[src/rtl/shrinking_border.sv]
// Animated playfield border: inset grows/shrinks on animation strobes under a static/shrink-once/pulse FSM.
// Latency: edges and o_at_max are combinational from the inset register; o_wall is registered (1 cycle).
// Backpressure: none; the strobe is a single-cycle event that is consumed in the cycle it arrives.
module shrinking_border #(
    parameter int SIZE      = 40,
    parameter int MAX_INSET = 200,
    parameter int STEP      = 1,
    parameter int PERIOD    = 4,
    parameter int DWELL     = 8,
    parameter int THICK     = 4,
    parameter int D_WIDTH   = 640,
    parameter int D_HEIGHT  = 480
) (
    input  logic        i_clk,
    input  logic        i_rst_n,
    input  logic        i_ani_stb,
    input  logic        i_animate,
    input  logic [1:0]  i_mode,
    input  logic        i_restart,
    input  logic [11:0] i_px_x,
    input  logic [11:0] i_px_y,
    output logic [11:0] o_l,
    output logic [11:0] o_r,
    output logic [11:0] o_t,
    output logic [11:0] o_b,
    output logic        o_wall,
    output logic        o_at_max,
    output logic [1:0]  o_state
);
    localparam int CW = (PERIOD > 1) ? $clog2(PERIOD) : 1;
    localparam int DW = (DWELL > 1) ? $clog2(DWELL) : 1;

    localparam logic [12:0]   SIZE_W     = 13'(SIZE);
    localparam logic [12:0]   MAX_W      = 13'(MAX_INSET);
    localparam logic [12:0]   STEP_W     = 13'(STEP);
    localparam logic [12:0]   THICK_W    = 13'(THICK);
    localparam logic [12:0]   WIDTH_W    = 13'(D_WIDTH);
    localparam logic [12:0]   HEIGHT_W   = 13'(D_HEIGHT);
    localparam logic [CW-1:0] CNT_LAST   = CW'(PERIOD - 1);
    localparam logic [DW-1:0] DWELL_LAST = DW'(DWELL - 1);

    typedef enum logic [1:0] {
        ST_IDLE   = 2'd0,
        ST_SHRINK = 2'd1,
        ST_MAX    = 2'd2,
        ST_EXPAND = 2'd3
    } state_t;

    state_t        state, nxt_state;
    logic [11:0]   inset, nxt_inset;
    logic [CW-1:0] cnt, nxt_cnt;
    logic [DW-1:0] dwell, nxt_dwell;
    logic          wall_q;

    logic        qual_stb, step, mode_static, mode_pulse, mode_once;
    logic [12:0] inset_w, sum_w, inc_w, dec_w;
    logic [12:0] l_w, r_w, t_w, b_w, x_w, y_w;
    logic        in_outer, in_inner;

    assign qual_stb    = i_ani_stb & i_animate;
    assign mode_once   = (i_mode == 2'b01);
    assign mode_pulse  = (i_mode == 2'b10);
    assign mode_static = ~(mode_once | mode_pulse);
    assign step        = qual_stb && (state != ST_IDLE) && (cnt == CNT_LAST);

    // 13-bit arithmetic so the saturating add/subtract never wraps
    assign inset_w = {1'b0, inset};
    assign sum_w   = inset_w + STEP_W;
    assign inc_w   = (sum_w >= MAX_W) ? MAX_W : sum_w;
    assign dec_w   = (inset_w < SIZE_W + STEP_W) ? SIZE_W : inset_w - STEP_W;

    always_comb begin
        nxt_state = state;
        nxt_inset = inset;
        nxt_cnt   = cnt;
        nxt_dwell = dwell;

        if (qual_stb && state != ST_IDLE)
            nxt_cnt = (cnt == CNT_LAST) ? '0 : cnt + 1'b1;

        case (state)
            ST_IDLE: begin
                if (i_animate && !mode_static)
                    nxt_state = ST_SHRINK;
            end
            ST_SHRINK: begin
                if (step) begin
                    nxt_inset = inc_w[11:0];
                    if (inc_w == MAX_W) begin
                        nxt_state = ST_MAX;
                        nxt_dwell = '0;
                    end
                end
            end
            ST_MAX: begin
                if (mode_pulse && step) begin
                    if (dwell == DWELL_LAST) begin
                        nxt_state = ST_EXPAND;
                        nxt_dwell = '0;
                    end else begin
                        nxt_dwell = dwell + 1'b1;
                    end
                end
            end
            ST_EXPAND: begin
                if (mode_once) begin
                    nxt_state = ST_SHRINK;
                end else if (step) begin
                    nxt_inset = dec_w[11:0];
                    if (dec_w == SIZE_W)
                        nxt_state = mode_pulse ? ST_SHRINK : ST_IDLE;
                end
            end
            default: nxt_state = ST_IDLE;
        endcase

        // Going static freezes the arena where it is rather than snapping back
        if (mode_static) begin
            nxt_state = ST_IDLE;
            nxt_inset = inset;
        end

        if (nxt_state == ST_IDLE) begin
            nxt_cnt   = '0;
            nxt_dwell = '0;
        end

        if (i_restart) begin
            nxt_state = ST_IDLE;
            nxt_inset = 12'(SIZE);
            nxt_cnt   = '0;
            nxt_dwell = '0;
        end
    end

    assign l_w = inset_w;
    assign t_w = inset_w;
    assign r_w = WIDTH_W - inset_w;
    assign b_w = HEIGHT_W - inset_w;
    assign x_w = {1'b0, i_px_x};
    assign y_w = {1'b0, i_px_y};

    assign in_outer = (x_w >= l_w - THICK_W) && (x_w <= r_w + THICK_W - 13'd1) &&
                      (y_w >= t_w - THICK_W) && (y_w <= b_w + THICK_W - 13'd1);
    assign in_inner = (x_w >= l_w) && (x_w < r_w) && (y_w >= t_w) && (y_w < b_w);

    always_ff @(posedge i_clk or negedge i_rst_n) begin
        if (!i_rst_n) begin
            state  <= ST_IDLE;
            inset  <= 12'(SIZE);
            cnt    <= '0;
            dwell  <= '0;
            wall_q <= 1'b0;
        end else begin
            state  <= nxt_state;
            inset  <= nxt_inset;
            cnt    <= nxt_cnt;
            dwell  <= nxt_dwell;
            wall_q <= in_outer & ~in_inner;
        end
    end

    assign o_l      = l_w[11:0];
    assign o_r      = r_w[11:0];
    assign o_t      = t_w[11:0];
    assign o_b      = b_w[11:0];
    assign o_wall   = wall_q;
    assign o_at_max = (inset_w == MAX_W);
    assign o_state  = state;
endmodule

[config.mk]
export PLATFORM = sky130hd
export DESIGN_NAME = shrinking_border
export DESIGN_NICKNAME = d
export VERILOG_FILES = /design/src/rtl/shrinking_border.sv
export SDC_FILE = /design/constraint.sdc
export NUM_CORES = 1
export LEC_CHECK = 0
export CORE_MARGIN = 3
export CORE_UTILIZATION = 56
export CTS_BUF_LIST = sky130_fd_sc_hd__clkbuf_8
export DETAILED_ROUTE_END_ITERATION = 12
export PLACE_DENSITY = 0.91
export SYNTH_ARGS = -nofsm -noshare
export SYNTH_HDL_FRONTEND = slang
export SYNTH_SLANG_ARGS = --single-unit
[constraint.sdc]
create_clock -name i_clk -period 4.4 [get_ports i_clk]
set_clock_uncertainty 0.15 [all_clocks]
set_input_delay 0.88 -clock i_clk [delete_from_list [all_inputs] [get_ports i_clk]]
set_output_delay 0.88 -clock i_clk [all_outputs]
set_load 0.02 [all_outputs]
[Word level (Yosys, flattened, before mapping)]
Cells that the tools add are included.
Word-level totals
  bits of input ports: 31
  memories: 0
  logic and storage cells: 96
  memory bits (read-only): 0
  RAM bits: 0
  bits in registers: 20
  bits in latches: 0
  output and inout port bits: 52
Operators by class
  div/mod/pow operators: 0
  reductions and logical operators: 19
  shift-type cells: 0
  bitwise gates (word level): 4
  eq/ne operators: 16
  add/sub/neg operators: 11
  magnitude comparators: 10
  $mul: 0
  multiplexer cells: 31
Operators with widths (count)
  $mux W12: 5
  $mux W2: 14
  $add A13 B3 Y13 const B: 2
  $ge A12 B13 Y1: 2
  $le A12 B13 Y1: 2
  $lt A12 B13 Y1: 2
  $mux W13: 2
  $sub A13 B1 Y13 const B: 2
  $ge A12 B12 Y1: 2
  $pmux W12 S2: 1
  $mux W3: 6
  $add A12 B1 Y13 const B: 1
  $eq A13 B6 Y1 const B: 1
  $eq A13 B8 Y1 const B: 1
  $ge A13 B8 Y1 const B: 1
  $sub A10 B12 Y13 const A: 1
  $sub A12 B1 Y13 const B: 1
  $sub A12 B3 Y13 const B: 1
  $sub A9 B12 Y13 const A: 1
  $eq A12 B8 Y1 const B: 1
  $lt A12 B6 Y1 const B: 1
  $ne A4 B4 Y1 const B: 3
  $logic_and A1 B1 Y1: 10
  $ne A3 B3 Y1 const B: 3
  other kinds (17): 25

[Logic depth before layout (Yosys ltp)]
Gate-level depths: netlist of the first run.
  depth in word-level cells: 11
  gate-level depth with buffers: 18
  depth with buffers taken out: 16

[Least setup slack after synthesis of the first run]
Ideal clock, no wire load.
  path kind: register -> register
  start point: register inset[2] (netlist: o_l[2])
  end point: register wall_q (netlist: o_wall)
  path slack: -0.127 ns
  cell stages (with the launch flop): 18
  arrival: 4.266 ns
  setup time: 0.111 ns
  required time: 4.139 ns
  cell sequence: dfrtp_1 > buf_2 > buf_1 > inv_1 > ha_1 > nor4bb_1 > xnor2_1 > o2111ai_1 > nor3_1 > nand3_1 > xnor2_1 > ha_1 > nand4_1 > o31ai_1 > a211oi_1 > a211oi_1 > o21ai_0 > a2111oi_2
On the way
  longest elaborated chain between the ends: 8
  elaborated cells on any way between the ends: 23
  those cells by class: add/sub: 7; order compare: 8; bitwise: 2; reduce/logical: 6
RTL lines
  from (decl): line 50  | logic [11:0] inset, nxt_inset;
  from (signal assigned): line 150  | inset <= 12'(SIZE);
  from (signal assigned): line 156  | inset <= nxt_inset;
  $sub A10 B12 Y13 (*): line 138  | assign r_w = WIDTH_W - inset_w;
  named net o_r[6]: line 23  | output logic [11:0] o_r,
  $add A13 B3 Y13: line 143  | assign in_outer = (x_w >= l_w - THICK_W) && (x_w <= r_w + THICK_W - 13'd1) &&
  $sub A13 B1 Y13: line 143
  $le A12 B13 Y1: line 143
  $logic_and A1 B1 Y1 (2 in series): line 143
  $logic_and A1 B1 Y1: line 144  | (y_w >= t_w - THICK_W) && (y_w <= b_w + THICK_W - 13'd1);
  $and A1 B1 Y1 (*): line 159  | wall_q <= in_outer & ~in_inner;
  to (signal assigned): line 159
  to (decl): line 53  | logic wall_q;
The timed path passes the listed nets; every way through them passes the cells marked *.
A chain may end at the register's enable or synchronous reset.

[Worst setup path in the final report of the first run]
  start point: register inset[4] (netlist: o_l[4])
  end point: register wall_q (netlist: o_wall)
On the way
  longest elaborated chain between the ends: 8
  elaborated cells on any way between the ends: 23
  those cells by class: add/sub: 7; order compare: 8; bitwise: 2; reduce/logical: 6
RTL lines (line)
  $sub A10 B12 Y13: 138
  $add A13 B3 Y13: 143
  $sub A13 B1 Y13: 143
  $le A12 B13 Y1: 143
  $logic_and A1 B1 Y1 (2 in series): 143
  $logic_and A1 B1 Y1: 144
  $and A1 B1 Y1 (*): 159
Every way passes the cells marked *; elsewhere a longest branch is shown, timed or not.

==> results of run 1 <==
[cell families after synthesis]
family,Yosys count
DFF,20
and+or+nand+nor,205
adders and majority gates,102
muxes,1
buffers and inverters,87
AOI/OAI and AO/OA,165
xor gates and xnor gates,44
[state kept, by name (all words and copies together), names as in the netlist]
name,flops
o_l,12
dwell,3
cnt,2
o_state,2
o_wall,1
[metal layers]
| metal | track usage | vias to the layer above |
|---|---|---|
| li1 | - | 2432 |
| met1 | 0.465 | 2410 |
| met2 | 0.499 | 302 |
| met3 | 0.0432 | 55 |
| met4 | 0.0746 | 0 |
| met5 | 0 | - |
[how the worst max path moves through the flow]
stage	startpoint	end	slack [ns]	depth (start not counted)
2_1_floorplan	o_l[2]	o_wall	0.11	17
3_3_place_gp	o_l[4]	o_wall	0.35	13
3_5_place_dp	o_l[0]	o_wall	0.23	15
4_1_cts	o_l[0]	o_wall	0.21	15
5_1_grt	o_l[0]	o_wall	0.03	15
6_report	o_l[4]	o_wall	0.18	14
[stage by stage]
stage | setup slack (ns) | instance area [um2] | power (mW) | std cells | utilization
final | 0.175 | 5750 | 0.548 | 789 | 0.696
after global routing | 0.0293 | 5750 | 0.578 | 789 | 0.696
after CTS | 0.207 | 5720 | 0.548 | 789 | 0.693
after detailed placement | 0.231 | 5650 | 0.353 | 785 | 0.685
after global placement | 0.348 | 5650 | 0.347 | 785 | 0.685
after floorplan | 0.106 | 4810 | 0.277 | 624 | -
[report_power, final]
| group | switching, mW | leakage, nW | internal [mW] |
|---|---|---|---|
| registers | 0.00194 | 0.272 | 0.185 |
| clock network | 0.0708 | 0.0357 | 0.122 |
| logic | 0.0902 | 2.08 | 0.0781 |
[cell type report]
class                           instances  area [um2]
Sequential cell                        20         503
Clock buffer                            3        41.3
Timing Repair Buffer                  101         963
Inverter                               42         161
Clock inverter                          1        30.0
Tap cell                              105         131
Multi-Input combinational cell        517        3920
Fill cell                             706        2510
[worst min-delay path, cell delays in order, from the launching register on]
cell and delay [ns]:
dfrtp_1 0.36, a31oi_1 0.08, nor2_1 0.07
[what timing repair did]
action | CTS | global route
endpoints found under the setup margin | 0 | 1
hold endpoints to repair | 0 | 0
resized for setup | 0 | 5
[placed cells by master (no fill, tap or decap), types with 8 or more instances in the layout]
| cell type | synthesis | routed |
|---|---|---|
| a211oi_1 | 10 | 10 |
| a21o_1 | 8 | 8 |
| a21oi_1 | 39 | 39 |
| a31oi_1 | 10 | 10 |
| and3_1 | 8 | 8 |
| buf_4 | 19 | 19 |
| clkdlybuf4s50_1 | 0 | 82 |
| dfrtp_1 | 18 | 18 |
| ha_1 | 102 | 102 |
| inv_1 | 35 | 35 |
| nand2_1 | 29 | 29 |
| nand3_1 | 23 | 22 |
| nand4_1 | 14 | 14 |
| nor2_1 | 54 | 54 |
| nor2b_1 | 8 | 8 |
| nor3_1 | 20 | 18 |
| nor4_1 | 8 | 8 |
| o21a_1 | 10 | 10 |
| o21ai_0 | 27 | 27 |
| or3_1 | 9 | 9 |
| xnor2_1 | 39 | 37 |
==> PnR_summary.wiki, run 1 <==
{| class="wikitable"
! Metric !! Value
|-
| Result of the run || finished clean
|-
| Start point of the worst min-delay path || dwell[2]
|-
| Sink of the worst hold path || dwell[2]
|-
| Highest ir drop seen on vdd || 127 uV
|-
| Cell area after synthesis || ~0.0048 mm2
|-
| XOR/XNOR Fraction of Synth Area || 0.0819
|-
| Placement row count || 33
|-
| Largest net degree at the start of global routing || 21
|-
| Number of buffers added on ports || 82
|-
| Async S/R FF share, synth || 1.00
|-
| Slowest stage cell on the critical path || dfrtp_1
|-
| Detailed-routing iteration count for the pre-antenna-repair pass || 5
|-
| Crit end category || register
|-
| CTS max path bufs || 2
|-
| Synthesized area per cell || 7.69 um2
|-
| Antenna cells || 0
|-
| Number of warnings reported in the yosys synthesis log || 0
|-
| Post-Synthesis Net Count || 757
|-
| Via count of the first global-routing pass || 4925
|-
| Effective utilization at floorplan || 0.581
|-
| Routed length on met1 || 6970 um
|-
| Flop-to-flop setup slack || about 0.18 ns
|-
| Die Height || 98.6 um
|-
| Cell-by-cell listing of the critical path || buf_4, nor3_1, a21oi_1, o2111ai_1, nor3_2, xnor2_1, ha_1, nor4_1, o21ai_0, o21ai_0, a211oi_1, a211oi_1, o21ai_0, a2111oi_2
|-
| Most frequently used cell type in the post-synthesis netlist || ha_1
|-
| Count of final hold-check violations || 0
|-
| Clk_lat worst skew || 0.27 ns
|-
| HPWL after DPL || about 13000 um
|-
| Startpoint type of the worst setup path || register
|-
| Kind of critical path || register to register
|-
| Quantity of hold-fixing buffers added after cts || 0
|-
| RSZ-0062 raised after global routing || false
|-
| Number of max-capacitance violations reported || 0
|-
| Register area share after synthesis || 0.105
|-
| CTS Root Cell || clkbuf_8
|-
| Number of register bits inferred by synthesis || 20
|-
| Top flip-flop cell by instance count after synthesis || dfrtp_1
|-
| Worst-Margin Slew || 1.01 ns
|-
| GP Congestion || 1.09
|-
| Ports || 83
|-
| Number of setup buffers added after CTS || 0
|-
| Fraction of final layout cells sized beyond drive strength 1 || 0.0702
|-
| Global route total overflow || 0
|-
| Adder and majority cell fraction of the synthesized area || 0.266
|-
| Share of the clock period used by the worst path || 0.960
|-
| CTS sink count || 20
|-
| WP buf/inv || 1
|-
| Largest cells by area after synthesis || ha_1 (27%), dfrtp_1 (9.4%), xnor2_1 (7.1%)
|-
| TritonCTS clock tree || yes
|-
| Inserted Clock Buffers || 3
|-
| Post-synth top area share || 0.266
|-
| Kind of cell adding the most delay to the critical path || compound AO/OA/AOI/OAI gates
|-
| Number of synthesized flops with an enable pin || 0
|-
| Met2 Wirelength || 6940 um
|-
| Placeable core region || approximately 0.0083 mm2
|-
| Total Die Area || 0.00971 mm2
|-
| Worst hold margin || 0.402 ns
|-
| Cell count after synthesis || around 620
|-
| Top layer used by detailed routing || met4
|-
| Overall Global Routing Usage || 0.319
|-
| Nets@finish || 818
|-
| Cell taking the most area after synthesis || ha_1
|-
| Highest fanout seen on the critical path || 18
|-
| Worst path most repeated cell || o21ai_0
|-
| LEAKAGE || 2.39 nW
|-
| Required time worst endpoint || 4.42 ns
|-
| Routed vias || just over 5000
|-
| Initial antenna violation count || 0
|-
| Simple-gate portion of the synthesized area || 0.224
|-
| Commonest cells in the netlist || ha_1 (102), nor2_1 (54), a21oi_1 (39), xnor2_1 (39), inv_1 (35)
|-
| Power density over cell area || 95.2 mW/mm2
|-
| Number of cells on the worst hold path || 2
|-
| DRC violations left || 0
|-
| Width of the die || 98.6 um
|-
| Post-Route WL || between 15000 and 20000 um
|-
| Achievable clock frequency || 237 MHz
|-
| Post-detailed-route count of antenna-violating nets || 0
|-
| Wire length of the first global-routing pass || 25500 um
|-
| Final setup viols || 0
|-
| Clock input transition at the sequential cells of the worst setup and hold paths || 0.09 ns
|-
| H-Tree Level Count || 1
|-
| Total length of routed met3 wires || 1540 um
|-
| R2r startpoint || o_l[4]
|-
| Worst r2r path cells || 14
|-
| Setup TNS after final layout || 0 ns
|-
| Vias per std cell || approximately 6.6
|-
| Worst stage delay on the critical path || ~0.60 ns
|-
| Class of the tightest hold or removal check || register to register
|-
| Worst slew margin || 0.324
|-
| Clock period minus worst slack || 4.22 ns
|-
| Number of design-rule violations left by the first detailed-router iteration || 510
|-
| Worst R2R End || o_wall
|-
| Area growth from synthesis to final layout || 19.8%
|-
| Average wire per cell in the routed design || 20.2 um
|-
| Arrival time reported for the critical path endpoint || 4.24 ns
|-
| Number of pins exceeding their max-slew limit in the final report || 0
|-
| Synth Area in Compound Gates || 0.235
|-
| Combinational family with the most area after synthesis || adder cells
|-
| Unique cell type count in the Yosys netlist || 70
|-
| Multiplexer share of the synthesized area || 0.00209
|}
No activity file was read; power rests on OpenSTA's default activity.
==> run 2, diff against run 1 <==
--- a/config.mk
+++ b/config.mk
@@ -5,6 +5,7 @@
 export SDC_FILE = /design/constraint.sdc
 export NUM_CORES = 1
 export LEC_CHECK = 0
+export CORE_ASPECT_RATIO = 2
 export CORE_MARGIN = 3
 export CORE_UTILIZATION = 56
 export CTS_BUF_LIST = sky130_fd_sc_hd__clkbuf_8
==> run 2 against run 1 <==
Clock power is 7% higher. Critical path depth is 1 higher. Global-route usage is 3.5 points higher. Power is 2.5% higher.
==> PnR_summary.wiki, run 2 (synthesized netlist as in run 1, its figures left out) <==
{| class="wikitable"
! Metric !! Value
|-
| Clock period minus worst slack || 4.19 ns (-0.0342 ns)
|-
| CTS Root Cell || clkbuf_8
|-
| Ports || 83 (unchanged)
|-
| GP Congestion || 1.08 (-0.64%)
|-
| H-Tree Level Count || 1 (unchanged)
|-
| Worst-Margin Slew || 1.06 ns (+0.0510 ns)
|-
| Via count of the first global-routing pass || 5338 (+8.4%)
|-
| DRC violations left || 0 (unchanged)
|-
| Worst stage delay on the critical path || 0.74 ns (+0.14 ns)
|-
| Detailed-routing iteration count for the pre-antenna-repair pass || 6 (+1)
|-
| Total length of routed met3 wires || 857 um (-44%)
|-
| Power density over cell area || 98.0 mW/mm2 (+2.9%)
|-
| Cell-by-cell listing of the critical path || inv_1, ha_1, nor4bb_2, xnor2_2, o2111ai_1, nor3_2, xnor2_1, ha_1, nor4_1, o21ai_0, o21ai_0, a211oi_1, a211oi_1, o21ai_0, a2111oi_2
|-
| CTS sink count || 20 (unchanged)
|-
| Post-detailed-route count of antenna-violating nets || 0 (unchanged)
|-
| Resized Gates After CTS || 0 (unchanged)
|-
| RSZ-0062 raised after global routing || false
|-
| Clock input transition at the sequential cells of the worst setup and hold paths || 0.10 ns (about the same)
|-
| Class of the tightest hold or removal check || register to register
|-
| Average wire per cell in the routed design || 22.2 um (+9.6%)
|-
| Global route total overflow || 0 (unchanged)
|-
| Number of max-capacitance violations reported || 0 (unchanged)
|-
| Effective utilization at floorplan || 0.579 (-0.00237)
|-
| Top layer used by detailed routing || met4
|-
| CTS max path bufs || 2 (unchanged)
|-
| Area growth from synthesis to final layout || 19.4%
|-
| Number of buffers added on ports || 82 (unchanged)
|-
| Worst slew margin || 0.290 (-0.0341)
|-
| Placeable core region || 0.00829 mm2 (+0.41%)
|-
| Result of the run || finished clean
|-
| Achievable clock frequency || 239 MHz (+0.82%)
|-
| Worst path most repeated cell || o21ai_0
|-
| Number of flip-flops under the largest register name || 12 (unchanged)
|-
| Total Die Area || 0.00978 mm2 (+0.69%)
|-
| Largest net degree at the start of global routing || 21 (unchanged)
|-
| Number of setup buffers added after CTS || 0 (unchanged)
|-
| Clk_lat worst skew || 0.29 ns (+0.02 ns)
|-
| Share of the clock period used by the worst path || 0.952 (-0.00777)
|-
| Highest ir drop seen on vdd || 123 uV (-3.6%)
|-
| Final setup viols || 0 (unchanged)
|-
| Met2 Wirelength || 9100 um (+31%)
|-
| Setup TNS after final layout || 0 ns (unchanged)
|-
| Most frequent cells in the layout || ha_1 (102), clkdlybuf4s50_1 (82), nor2_1 (54)
|-
| Startpoint type of the worst setup path || register
|-
| Vias per std cell || 6.76 (+2.6%)
|-
| Routed vias || 5280 (+1.6%)
|-
| Initial antenna violation count || 0 (unchanged)
|-
| Arrival time reported for the critical path endpoint || 4.23 ns (about the same)
|-
| Count of final hold-check violations || 0 (unchanged)
|-
| HPWL after DPL || 14100 um (+6.9%)
|-
| Final Core Density || 0.691 (-0.00540)
|-
| Kind of critical path || register to register
|-
| Post-Route WL || 17300 um (+8.5%)
|-
| Area taken by multi-input logic gates || 0.00392 mm2 (about the same)
|-
| Inserted Clock Buffers || 3 (unchanged)
|-
| Die Height || 137 um (+39%)
|-
| Routed length on met1 || 5790 um (-17%)
|-
| Antenna cells || 0 (unchanged)
|-
| Fraction of final layout cells sized beyond drive strength 1 || 0.0673 (-0.00283)
|-
| Nets@finish || 817 (-0.12%)
|-
| FF/Latch Area || 503 um2 (unchanged)
|-
| TritonCTS clock tree || yes
|-
| Placement row count || 47 (+42%)
|-
| Slowest stage cell on the critical path || dfstp_2
|-
| LEAKAGE || 2.39 nW (about the same)
|-
| Quantity of hold-fixing buffers added after cts || 0 (unchanged)
|-
| Number of pins exceeding their max-slew limit in the final report || 0 (unchanged)
|-
| Required time worst endpoint || 4.44 ns (+0.02 ns)
|-
| Number of design-rule violations left by the first detailed-router iteration || 300 (-41%)
|-
| Width of the die || 71.4 um (-28%)
|-
| Worst hold margin || 0.414 ns (+0.0122 ns)
|-
| Tot Pwr || 561 uW (+2.5%)
|-
| Crit end category || register
|-
| Overall Global Routing Usage || 0.354 (+0.0348)
|-
| Most frequent standard cell in the layout excluding fill and tap cells || ha_1
|-
| Fillers || 689 (-2.4%)
|-
| Highest fanout seen on the critical path || 16 (-2)
|-
| Wire length of the first global-routing pass || 26800 um (+5.0%)
|}
run 2: area by class of cell:
type	instances	area share
clock inverters	1	0.00524
clock buffers	3	0.00721
well taps	98	0.0214
inverters	42	0.0275
multi-input cells	517	0.684
flip-flops and latches	20	0.0878
repair buffers	100	0.167
run 2: path summary, 6_finish.rpt:
check | from | end | slack [ns] | cells past startpoint
setup / recovery | o_l[3] | o_wall | 0.21 | 15
hold / removal | dwell[2] | dwell[2] | 0.41 | 2
setup reg to reg | o_l[3] | o_wall | 0.21 | 15
hold reg to reg | dwell[2] | dwell[2] | 0.41 | 2
max in group asynchronous | i_rst_n | o_l[0] | 2.44 | 1
min in group asynchronous | i_rst_n | o_l[10] | 1.00 | 1
run 2: report_power, final:
| part | switching (mW) | internal (mW) | total (mW) |
|---|---|---|---|
| combinational | 0.0916 | 0.0781 | 0.170 |
| clock | 0.0827 | 0.122 | 0.205 |
| sequential | 0.00182 | 0.185 | 0.187 |
run 2: layer usage:
layer,global-route usage,vias to the layer above
li1,-,2430
met1,0.334,2443
met2,0.652,290
met3,0.0551,117
met4,0.281,0
met5,0,-
run 2: critical path: cells and delay by family (launching register included):
family                   cells  cell delay [ns]
flip-flops                   1             0.74
AO/OA/AOI/OAI                7             1.57
XOR/XNOR                     2             0.33
AND/OR/NAND/NOR              3             0.71
adder cells (fa/ha/maj)      2             0.47
buffers and inverters        1             0.10
run 2: through the flow:
stage / cells / instance area [um2] / worst slack [ns]
3_5_place_dp: 777 / 5640 / 0.249
3_3_place_gp: 777 / 5640 / 0.364
6_report: 781 / 5730 / 0.209
2_1_floorplan: 624 / 4810 / 0.106
5_1_grt: 781 / 5730 / 0.0417
4_1_cts: 781 / 5710 / 0.231
==> run 3, diff against run 2 <==
--- a/config.mk
+++ b/config.mk
@@ -7,10 +7,10 @@
 export LEC_CHECK = 0
 export CORE_ASPECT_RATIO = 2
 export CORE_MARGIN = 3
-export CORE_UTILIZATION = 56
+export CORE_UTILIZATION = 45
 export CTS_BUF_LIST = sky130_fd_sc_hd__clkbuf_8
 export DETAILED_ROUTE_END_ITERATION = 12
-export PLACE_DENSITY = 0.91
+export PLACE_DENSITY = 0.77
 export SYNTH_ARGS = -nofsm -noshare
 export SYNTH_HDL_FRONTEND = slang
 export SYNTH_SLANG_ARGS = --single-unit
==> run 3 against run 2 <==
Sequential power is essentially flat. Wire length up 0.65%. Largest power group is now sequential cells. Non-clock buffer count is 2 higher. First-iteration DRC count increased by 13%. Worst setup slack improved by 0.12 ns. Via count shrank 1.1%. Sequential share of layout area about the same. Highest routed layer unchanged.
==> PnR_summary.wiki, run 3 (synthesized netlist as in run 1, its figures left out) <==
{| class="wikitable"
! Metric !! Value
|-
| CTS sink count || 20 (unchanged)
|-
| Nets@finish || 819 (+0.24%)
|-
| Worst r2r path cells || 15 (unchanged)
|-
| Slowest stage cell on the critical path || dfstp_4
|-
| LEAKAGE || 2.40 nW (+0.70%)
|-
| Worst slew margin || 0.299 (+0.00899)
|-
| Required time worst endpoint || 4.43 ns (about the same)
|-
| Resized Gates After CTS || 0 (unchanged)
|-
| Post-Route WL || 17400 um (+0.65%)
|-
| Initial antenna violation count || 0 (unchanged)
|-
| Highest ir drop seen on vdd || 118 uV (-4.0%)
|-
| Worst-Margin Slew || 1.05 ns (-0.0134 ns)
|-
| Global route total overflow || 0 (unchanged)
|-
| Start point of the worst min-delay path || dwell[1]
|-
| Number of setup buffers added after CTS || 0 (unchanged)
|-
| Number of buffers added on ports || 82 (unchanged)
|-
| Startpoint type of the worst setup path || register
|-
| Kind of critical path || register to register
|-
| Crit end category || register
|-
| Number of max-capacitance violations reported || 0 (unchanged)
|-
| Placement row count || 52 (+11%)
|-
| Clock period minus worst slack || 4.07 ns (-0.122 ns)
|-
| Vias per std cell || 6.37 (-5.8%)
|-
| Post-detailed-route count of antenna-violating nets || 0 (unchanged)
|-
| Share of the clock period used by the worst path || 0.925 (-0.0277)
|-
| GP Congestion || 1.03 (-4.2%)
|-
| Via count of the first global-routing pass || 5382 (+0.82%)
|-
| Most frequent cells in the layout || ha_1 (102), clkdlybuf4s50_1 (82), nor2_1 (54)
|-
| Area growth from synthesis to final layout || 21.5%
|-
| Overall Global Routing Usage || 0.293 (-0.0609)
|-
| Total Die Area || 0.0120 mm2 (+23%)
|-
| Number of flip-flops under the largest register name || 12 (unchanged)
|-
| Fillers || 1020 (+48%)
|-
| Cell-by-cell listing of the critical path || inv_1, ha_1, nor4bb_4, xnor2_2, o2111ai_2, nor3_2, xnor2_1, ha_1, nor4_1, o21ai_0, o21ai_1, a211oi_1, a211oi_1, o21ai_0, a2111oi_2
|-
| FF/Latch Area || 509 um2 (+1.2%)
|-
| Area taken by multi-input logic gates || 0.00397 mm2 (+1.2%)
|-
| H-Tree Level Count || 1 (unchanged)
|-
| Detailed-routing iteration count for the pre-antenna-repair pass || 5 (-1)
|-
| Kind of cell adding the most delay to the critical path || compound AO/OA/AOI/OAI gates
|-
| Largest net degree at the start of global routing || 21 (unchanged)
|-
| Achievable clock frequency || 246 MHz (+3.0%)
|-
| Power density over cell area || 88.1 mW/mm2 (-10%)
|-
| Fraction of final layout cells sized beyond drive strength 1 || 0.0832 (+0.0159)
|-
| Number of cells on the worst hold path || 2 (unchanged)
|-
| HPWL after DPL || 14400 um (+2.3%)
|-
| Count of final hold-check violations || 0 (unchanged)
|-
| Number of non-filler instances in the completed layout || 820 (+5.0%)
|-
| Clk_lat worst skew || 0.28 ns (about the same)
|-
| Highest fanout seen on the critical path || 16 (unchanged)
|-
| Routed vias || 5222 (-1.1%)
|-
| Number of pins exceeding their max-slew limit in the final report || 0 (unchanged)
|-
| Worst stage delay on the critical path || 0.72 ns (-0.02 ns)
|-
| Wire length of the first global-routing pass || 27700 um (+3.4%)
|-
| Number of design-rule violations left by the first detailed-router iteration || 338 (+13%)
|-
| Inserted Clock Buffers || 3 (unchanged)
|-
| TritonCTS clock tree || yes
|-
| Average wire per cell in the routed design || 21.3 um (-4.1%)
|-
| Setup TNS after final layout || 0 ns (unchanged)
|-
| R2r startpoint || o_l[3]
|-
| Arrival time reported for the critical path endpoint || 4.10 ns (-0.13 ns)
|-
| Most frequent standard cell in the layout excluding fill and tap cells || ha_1
|-
| Placeable core region || 0.0103 mm2 (+24%)
|-
| Sink of the worst hold path || dwell[1]
|-
| RSZ-0062 raised after global routing || false
|-
| Antenna cells || 0 (unchanged)
|-
| Class of the tightest hold or removal check || register to register
|-
| Flop-to-flop setup slack || 0.33 ns (+0.12 ns)
|-
| CTS max path bufs || 2 (unchanged)
|-
| Final Core Density || 0.567 (-0.124)
|-
| Quantity of hold-fixing buffers added after cts || 0 (unchanged)
|-
| DRC violations left || 0 (unchanged)
|-
| Final instance area || 0.00583 mm2 (+1.7%)
|-
| WP buf/inv || 1 (unchanged)
|-
| Die Height || 152 um (+11%)
|-
| Cell count along the critical path || 15 (unchanged)
|-
| Clock input transition at the sequential cells of the worst setup and hold paths || 0.09 ns (about the same)
|-
| CTS Root Cell || clkbuf_8
|-
| Effective utilization at floorplan || 0.467 (-0.112)
|-
| Result of the run || finished clean
|-
| Ports || 83 (unchanged)
|-
| Width of the die || 79.0 um (+11%)
|-
| Placed Cells incl. Taps || 816 (+5.0%)
|-
| Final setup viols || 0 (unchanged)
|-
| Worst R2R End || o_wall
|-
| Post-Place Cell Area || 0.00570 mm2 (+1.1%)
|}
[run 3: changes by cell type in the layout (fill, tap and decap cells not counted), sizes merged]
cell    change
buf         +2
clkbuf      +1
bufinv      -1
[run 3: worst max-delay path by stage]
stage	end	slack, ns	from
final	o_wall	0.33	o_l[3]
after global routing	o_wall	0.005	o_l[3]
after CTS	o_wall	0.08	o_l[2]
after detailed placement	o_wall	0.09	o_l[2]
after global placement	o_wall	0.25	o_l[2]
after floorplan	o_wall	0.11	o_l[2]
[run 3: area by class of cell]
class	instances	area share
Clock buffer	4	0.00945
Inverter	42	0.0271
Multi-Input combinational cell	517	0.680
Sequential cell	20	0.0874
Tap cell	135	0.0290
Timing Repair Buffer	102	0.167
[run 3: per-stage QoR]
stage	power (mW)	worst slack (ns)	hold slack [ns]
floorplan	0.277	0.106	0.344
global placement	0.354	0.246	0.361
detailed placement	0.359	0.0944	0.395
CTS	0.512	0.0760	0.413
global route	0.540	0.00500	0.444
finish	0.513	0.331	0.422
[run 3: worst min-delay path, stage by stage, from the launching register on]
cell     delay [ns]
dfrtp_1        0.36
a31oi_1        0.08
nor2_1         0.09
[run 3: power by group]
part,internal (mW),switching (mW),leakage [nW]
logic,0.0781,0.0941,2.10
registers,0.185,0.00203,0.268
clock network,0.0802,0.0742,0.0288
total,0.343,0.170,2.40
[run 3: layer usage]
metal  vias up  part of all wire  track usage
met4         0             0.094        0.238
met3        86             0.046       0.0332
met1      2462              0.34        0.290
li1       2425                 -            -
met2       249              0.53        0.526
met5         -                 0            0
==> patch: new RTL, config.mk and constraints of run 1 <==
Change the parameter `DWELL` from 8 to 4.
--- a/src/rtl/shrinking_border.sv
+++ b/src/rtl/shrinking_border.sv
@@ -6,7 +6,7 @@
     parameter int MAX_INSET = 200,
     parameter int STEP      = 1,
     parameter int PERIOD    = 4,
-    parameter int DWELL     = 8,
+    parameter int DWELL     = 4,
     parameter int THICK     = 4,
     parameter int D_WIDTH   = 640,
     parameter int D_HEIGHT  = 480
Formal check against the unedited RTL: same outputs for any inputs over 10 cycles, from zero or initial values and one cycle with i_rst_n low; that may be too few to reach the edited logic, so the function may still have changed.
==> patch against run 1 <==
  * Die area decreased by 4.5%
  * Total power decreased by 15%
  * Synthesized area decreased by 4.7%
  * Clock power decreased by 34%
  * Setup slack improved by 0.050 ns
  * Wire length decreased by 3.6%
  * Synthesized cell count decreased by 5.1%
  * Design area decreased by 4.7%
  * Via count decreased by 3.6%
  * Sequential cell count decreased by 1
  * Combinational power decreased by 3%
  * Non-clock buffer count decreased by 1
==> patch: results (changes against run 1) <==
* Outcome: finished clean
* DR vias at 5,013 (-3.6%)
* Ys async rst share at 100% (unchanged)
* N_diodes at 0 (unchanged)
* Sw frac at 32.2% (+2.5 points)
* Synth Net Count at 723 (-4.5%)
* Setup Slack @ Placement at 0.264 ns (+0.0323 ns)
* Clk buf depth at 2 (unchanged)
* Count of different cell masters after synthesis at 72 (+2.9%)
* Synth top area cells: ha_1 (27%), dfrtp_1 (9.3%), xnor2_1 (7.1%), a21oi_1 (4.4%), nor2_1 (3.5%)
* Resized cells post-CTS at 0 (unchanged)
* Critical path's slowest cell: or4_4
* Clk_lat worst skew at 0.27 ns (about the same)
* Final HPWL from detailed placement at 12,700 um (-3.6%)
* DRT Pass-1 Iters at 6 (+1)
* Final nets at 787 (-3.8%)
* Synth warnings at 0 (unchanged)
* Peak supply drop at 0.0777 mV (-39%)
* Seq/Total Area, Yosys at 10.5% (-0.025 points)
* Leakage at 2.34 nW (-1.8%)
* Final RePlAce weighted congestion at 1.11 (+2.3%)
* Root Buffer: clkbuf_8
* Initial DRC count at 558 (+9.4%)
* I/O Buffers at 82 (unchanged)
* Worst Hold Path EP: cnt[1]$_DFFE_PN0P_
* Share of post-route cells with drive strength above 1 at 6.26% (-0.76 points)
* # Post-CTS Setup Buffers at 0 (unchanged)
* Global-route wire length before repair at 24,400 um (-4.5%)
* Vias in the first global route at 4,716 (-4.2%)
* Clock slew at reported path FFs at 0.08 ns
* DR WL/cell at 20.3 um (+0.43%)
* Synth cell count leaders: ha_1 (100), nor2_1 (43), a21oi_1 (40), inv_1 (40), xnor2_1 (37)
* Worst Path Arrival at 4.18 ns (-0.06 ns)
* Hold path depth at 2 (unchanged)
* Largest net degree at the start of global routing at 22 (+4.8%)
* Ys flop type: dfrtp_1
* Hold Path Origin: cnt[1]$_DFFE_PN0P_
* R2r setup slk at 0.23 ns (+0.05 ns)
* H-tree Lvls at 1 (unchanged)
* Number of CTS-inserted buffers at 3 (unchanged)
* Global Route Usage Sum at 33.7% (+1.8 points)
* CTS Hold Bufs at 0 (unchanged)
* Post-layout min period at 4.17 ns (-0.0500 ns)
* Initial antenna violation count at 0 (unchanged)
* R2R depth at 16 (+2)
* Tightest Hold Check Type: flip-flop to flip-flop
* Crit Path Max Fanout at 15 (-3)
* Max stage delay on crit path at 0.55 ns (-0.05 ns)
* Reg-to-reg critical path startpoint: o_l[3]$_DFFE_PN1P_
* Fill count at 667 (-5.5%)
* Max reg flops at 12 (unchanged)
* Relative slew slack at 24.2% (-8.2 points)
* Worst R2R End: o_wall$_DFF_PN0_
[patch: metrics by stage]
stage | hold slack (ns) | std cells | power (W) | utilization (%) | instance area [um^2]
floorplan | 0.343 | 592 | 0.000265 | - | 4570
global placement | 0.361 | 753 | 0.000331 | 69.4 | 5420
detailed placement | 0.393 | 753 | 0.000338 | 69.4 | 5420
CTS | 0.410 | 757 | 0.000464 | 70.0 | 5460
global route | 0.450 | 757 | 0.000495 | 70.2 | 5480
finish | 0.397 | 757 | 0.000466 | 70.2 | 5480
[patch: layer usage]
metal | part of all wire, % | GRT usage [%] | vias to the layer above | routed length [um]
met3 | 10 | 5.39 | 52 | 1580
met2 | 44 | 51.6 | 317 | 6810
met1 | 43 | 48.3 | 2327 | 6540
li1 | - | - | 2317 | -
met5 | 0 | 0 | - | 0
met4 | 2.9 | 9.70 | 0 | 450
[patch: power groups by stage]
stage               Combinational, W  Sequential (W)  Clock [W]
floorplan                  0.0000837        0.000181          0
global placement            0.000151        0.000180          0
detailed placement          0.000158        0.000180          0
CTS                         0.000159        0.000177   0.000128
global route                0.000181        0.000177   0.000136
finish                      0.000163        0.000177   0.000126
[patch: critical path: cells and delay by family, from the launching register on]
| kind | cells | cell delay, ns |
|---|---|---|
| and+or+nand+nor | 8 | 2.20 |
| adders and majority gates | 1 | 0.27 |
| AOI/OAI and AO/OA | 4 | 0.66 |
| buffers and inverters | 2 | 0.25 |
| xor gates and xnor gates | 1 | 0.16 |
| DFF | 1 | 0.38 |
[patch: kinds of logic (layout without fill, tap and decap cells)]
logic type / Yosys count / after routing / share of synthesized area [%]
XOR/XNOR: 40 / 40 / 7.67
multiplexers: 3 / 3 / 0.657
AND/OR/NAND/NOR: 187 / 187 / 21.8
adder cells (fa/ha/maj): 100 / 100 / 27.4
AO/OA/AOI/OAI: 157 / 157 / 23.2
flip-flops: 19 / 19 / 10.5
buffers and inverters: 86 / 149 / 8.82
[patch: cell type report]
type	instances	area share, %
Multi-Input combinational cell	487	67.6
Timing Repair Buffer	100	17.4
Sequential cell	19	8.72
Inverter	45	3.08
Tap cell	102	2.33
Clock buffer	3	0.753
Clock inverter	1	0.0685
[patch: worst max path at each step]
stage | depth (start not counted) | start | endpoint
2_1_floorplan | 18 | o_l[2]$_DFFE_PN0P_ | o_wall$_DFF_PN0_
3_3_place_gp | 16 | o_l[3]$_DFFE_PN1P_ | o_wall$_DFF_PN0_
3_5_place_dp | 16 | o_l[2]$_DFFE_PN0P_ | o_wall$_DFF_PN0_
4_1_cts | 7 | o_l[2]$_DFFE_PN0P_ | o_r[10]
5_1_grt | 15 | o_l[0]$_DFFE_PN0P_ | o_wall$_DFF_PN0_
6_report | 16 | o_l[3]$_DFFE_PN1P_ | o_wall$_DFF_PN0_
